--- src/rtl/uart_tx_fifo.sv ---
// Byte FIFO feeding the uart transmitter.
// Drains stored bytes over the tx_rdy/tx_en level handshake.
module uart_tx_fifo #(
  parameter int DW = 8,
  parameter int AW = 4
) (
  input  logic          clk_50m,
  input  logic          rst_n,
  input  logic          flush,
  input  logic          wr_en,
  input  logic [DW-1:0] wr_data,
  output logic          full,
  output logic          empty,
  output logic [AW:0]   count,
  output logic          overflow,
  input  logic          tx_rdy,
  output logic          tx_en,
  output logic [DW-1:0] tx_data
);

  localparam int DEPTH = 2 ** AW;
  localparam logic [AW:0] DEPTH_C = (AW + 1)'(DEPTH);
  localparam logic [AW:0] ONE = (AW + 1)'(1);
  localparam logic [AW-1:0] PONE = AW'(1);

  typedef enum logic {
    IDLE,
    SEND
  } state_t;

  logic [DW-1:0] mem [DEPTH];
  logic [AW-1:0] rptr;
  logic [AW-1:0] wptr;
  state_t        state;
  state_t        state_nx;
  logic          tx_en_nx;
  logic [DW-1:0] tx_data_nx;
  logic          push;
  logic          pop;

  assign full  = (count == DEPTH_C);
  assign empty = (count == '0);
  assign push  = wr_en & ~full & ~flush;

  // Storage write port; contents need no reset.
  always_ff @(posedge clk_50m) begin
    if (push) begin
      mem[wptr] <= wr_data;
    end
  end

  // Pointers, occupancy and the sticky overflow flag.
  always_ff @(posedge clk_50m or negedge rst_n) begin
    if (!rst_n) begin
      rptr     <= '0;
      wptr     <= '0;
      count    <= '0;
      overflow <= 1'b0;
    end else if (flush) begin
      rptr     <= '0;
      wptr     <= '0;
      count    <= '0;
      overflow <= 1'b0;
    end else begin
      if (push) begin
        wptr <= wptr + PONE;
      end
      if (pop) begin
        rptr <= rptr + PONE;
      end
      if (wr_en && full) begin
        overflow <= 1'b1;
      end
      unique case ({push, pop})
        2'b10:   count <= count + ONE;
        2'b01:   count <= count - ONE;
        default: count <= count;
      endcase
    end
  end

  // Handshake state and the registered uart outputs.
  always_ff @(posedge clk_50m or negedge rst_n) begin
    if (!rst_n) begin
      state   <= IDLE;
      tx_en   <= 1'b0;
      tx_data <= '0;
    end else begin
      state   <= state_nx;
      tx_en   <= tx_en_nx;
      tx_data <= tx_data_nx;
    end
  end

  // Launch one byte per uart ready phase; a flush cycle never launches.
  always_comb begin
    state_nx   = state;
    tx_en_nx   = tx_en;
    tx_data_nx = tx_data;
    pop        = 1'b0;
    unique case (state)
      IDLE: begin
        if (tx_rdy && !empty && !flush) begin
          pop        = 1'b1;
          tx_en_nx   = 1'b1;
          tx_data_nx = mem[rptr];
          state_nx   = SEND;
        end
      end
      SEND: begin
        if (!tx_rdy) begin
          tx_en_nx = 1'b0;
          state_nx = IDLE;
        end
      end
      default: begin
        state_nx = IDLE;
        tx_en_nx = 1'b0;
      end
    endcase
  end

endmodule

--- config.mk ---
export PLATFORM = sky130hd
export DESIGN_NAME = uart_tx_fifo
export DESIGN_NICKNAME = d
export VERILOG_FILES = /design/src/rtl/uart_tx_fifo.sv
export SDC_FILE = /design/constraint.sdc
export NUM_CORES = 1
export LEC_CHECK = 0
export CAP_MARGIN = 20
export CORE_UTILIZATION = 50
export DETAILED_ROUTE_END_ITERATION = 12
export PLACE_DENSITY = 0.72
export SKIP_CTS_REPAIR_TIMING = 1
export SYNTH_ARGS = -nofsm -noshare
export SYNTH_HDL_FRONTEND = slang
export SYNTH_SLANG_ARGS = --single-unit
--- constraint.sdc ---
create_clock -name clk_50m -period 2.6 [get_ports clk_50m]
set_clock_uncertainty 0.2 [all_clocks]
set_input_delay 0.52 -clock clk_50m [delete_from_list [all_inputs] [get_ports clk_50m]]
set_output_delay 0.52 -clock clk_50m [all_outputs]
set_load 0.01 [all_outputs]
==> flow_metrics.tcl <==
set metrics [dict create \
    final_cells 568 \
    worst_slack_ns -0.251 \
    drive_above_1_share 0.276 \
    ys_warn_count 0 \
    yosys.area.top_type_share 0.624 \
    worst_pin_slew_ns 0.542 \
    fillers 840 \
    viasPerCell 5.76 \
    final-seq-area_sq_mm 0.00445 \
    cp-start-kind "register" \
    multi_input_comb_area_sq_mm 0.00167 \
    cts_max_path_buffers 2 \
    die_w_microns 113 \
    clkLatencyLatePin_ns 0.41 \
    gr-usage-all-layers 0.207 \
    die_y_microns 113 \
    crit_top_cell "buf_4" \
    hold_viol_final 0 \
    vias 3271 \
    whs_ns 0.271 \
    period_needed_ns 2.85 \
    place_inst 536 \
    final_common_cell "edfxtp_1" \
    clock-sinks 152 \
    h-tree-depth 4 \
    cp_num_buf_inv 4 \
    period_share 1.10 \
    syn_to_final_growth_pct 21.7 \
    syn_nets 357 \
    slew-limit-headroom 0.638 \
    yosys.area.top_type "edfxtp_1" \
    numCtsBuffers 17 \
    crit_path_cell_trace "buf_4 > buf_4 > nor4_4 > nand2_2 > inv_1 > clkdlybuf4s50_1" \
    rows 40 \
    cpMaxStageDelayCell "clkdlybuf4s50_1" \
    routabilityCongestion 0.754 \
    wirelength_mm 11.8 \
    maxSlewViolCount 0 \
    grt_overflow 0 \
    fin_setup_tns_ns -0.393 \
    syn_avg_cell_area_sq_um 18.3 \
    dr.pass1.iters 5 \
    crit_arrival_ns 2.13 \
    cts_tree "built" \
    syn_inst 337 \
    syn-cell-area_sq_mm 0.00616 \
    yosys-top-cells-area "edfxtp_1 (62%), mux4_2 (12%), dfrtp_1 (9.8%), mux2i_1 (3.1%), nor2_1 (1.8%)" \
    cpPeakStageDelay_ns 0.53 \
    final_cell_mix "edfxtp_1 (128), buf_4 (38), mux4_2 (32)" \
    drtAntennaViolNets 0 \
    antenna_cells 0 \
    violations "negative setup slack" \
    synth_seq_area_share 0.722 \
    grt_antenna_before_repair 0 \
    grt_pass1_wl_mm 18.6 \
    routedWlPerCell_microns 20.8 \
    synth.distinct_cells 37 \
    critPathTopFamily "buffers and inverters" \
    io_pins 30 \
    status "complete, but fails checks" \
    setup_viol 2 \
    clkTransAtPathRegs_ns 0.06 \
    worstSetupEndpointType "output port" \
    cts.root.buffer_cell "clkbuf_16" \
    crit_fanout 6 \
    fmax_mhz 351 \
    hold_path_class "input pin to asynchronous set/reset pin" \
    leakage_nw 2.57 \
    required_ns 1.88 \
    die_area_sq_mm 0.0128 \
    worstSetupPathType "register to output port" \
    p_per_area_mw_per_mm2 872 \
    core_sq_mm 0.0120 \
    ir_drop_uv 626 \
    route.detailed.drc 0 \
    ys_ff_latch 152 \
    initial_utilization 0.513 \
    synth_ff_type "edfxtp_1" \
    drv_cap 0 \
    fin_nets 429 \
    numPortBuffers 29 \
    grt_pass1_vias 3340 \
    place_area_sq_mm 0.00690 \
    stdcell_area_sq_mm 0.00749 \
    dpl.hpwl_mm 7.40 \
    ys_async_sr_fraction 0.158 \
    rsz0062_at_grt "yes" \
    first_iter_violations 259 \
    worst-r2r-setup-slack_ns -0.14 \
    grt_max_degree 36 \
    synth_edf_count 128 \
]
[sequential cells by signal, indices dropped and copies added, names as in the netlist]
signal    cells
rptr          4
tx_en         1
mem         128
count         5
wptr          4
state         1
tx_data       8
overflow      1
[kinds of logic after synthesis]
kind of cell / Yosys count / synth area share
flip-flops: 152 / 0.722
AND/OR/NAND/NOR: 68 / 0.0504
AO/OA/AOI/OAI: 29 / 0.0384
XOR/XNOR: 7 / 0.00996
adder cells (fa/ha/maj): 7 / 0.0142
multiplexers: 52 / 0.150
buffers and inverters: 22 / 0.0156
[layer usage]
| layer | vias up | share of wire | track usage |
|---|---|---|---|
| li1 | 1473 | - | - |
| met2 | 87 | 0.51 | 0.337 |
| met4 | 0 | 0.019 | 0.0842 |
| met5 | - | 0 | 0 |
| met1 | 1687 | 0.42 | 0.269 |
| met3 | 24 | 0.049 | 0.0525 |
[path summary, 6_finish.rpt]
path / cells after the start / start / endpoint
worst max register to register: 9 / count[1] / count[4]
worst max-delay path: 6 / count[0] / full
min in group clk_50m: 2 / overflow / overflow
worst min register to register: 2 / overflow / overflow
max in group asynchronous: 2 / rst_n / rptr[0]
worst min-delay path: 2 / rst_n / count[1]
[cells in the mapped netlist (all sizes together), types with 2 or more instances]
| cell type | instances |
|---|---|
| edfxtp | 128 |
| mux4 | 32 |
| o221ai | 9 |
| ha | 7 |
| clkbuf | 10 |
| nand3 | 2 |
| a21oi | 8 |
| xor2 | 5 |
| mux2i | 19 |
| xnor2 | 2 |
| or3 | 4 |
| nand2 | 22 |
| o21ai | 6 |
| inv | 6 |
| buf | 6 |
| dfrtp | 24 |
| nor2 | 30 |
[layout make-up]
type,count,share of cell area
Clock buffer,20,0.0583
Sequential cell,152,0.593
Timing Repair Buffer,69,0.0825
Clock inverter,11,0.0164
Inverter,6,0.00301
Tap cell,147,0.0245
Multi-Input combinational cell,163,0.222
[report_power, final]
group	switching [mW]	total [mW]	internal, mW	leakage [nW]
clock network	0.919	2.33	1.41	0.265
registers	0.0922	2.86	2.77	1.47
logic	0.626	1.35	0.723	0.836
[metrics by stage]
step / utilization / setup WS, ns / power [mW]
floorplan: - / -0.193 / 3.71
global placement: 0.575 / -0.334 / 4.21
detailed placement: 0.575 / -0.407 / 4.25
CTS: 0.621 / -0.419 / 6.56
global route: 0.624 / -0.348 / 6.81
finish: 0.624 / -0.251 / 6.54
Note: power is estimated with default switching activity, not from simulation.
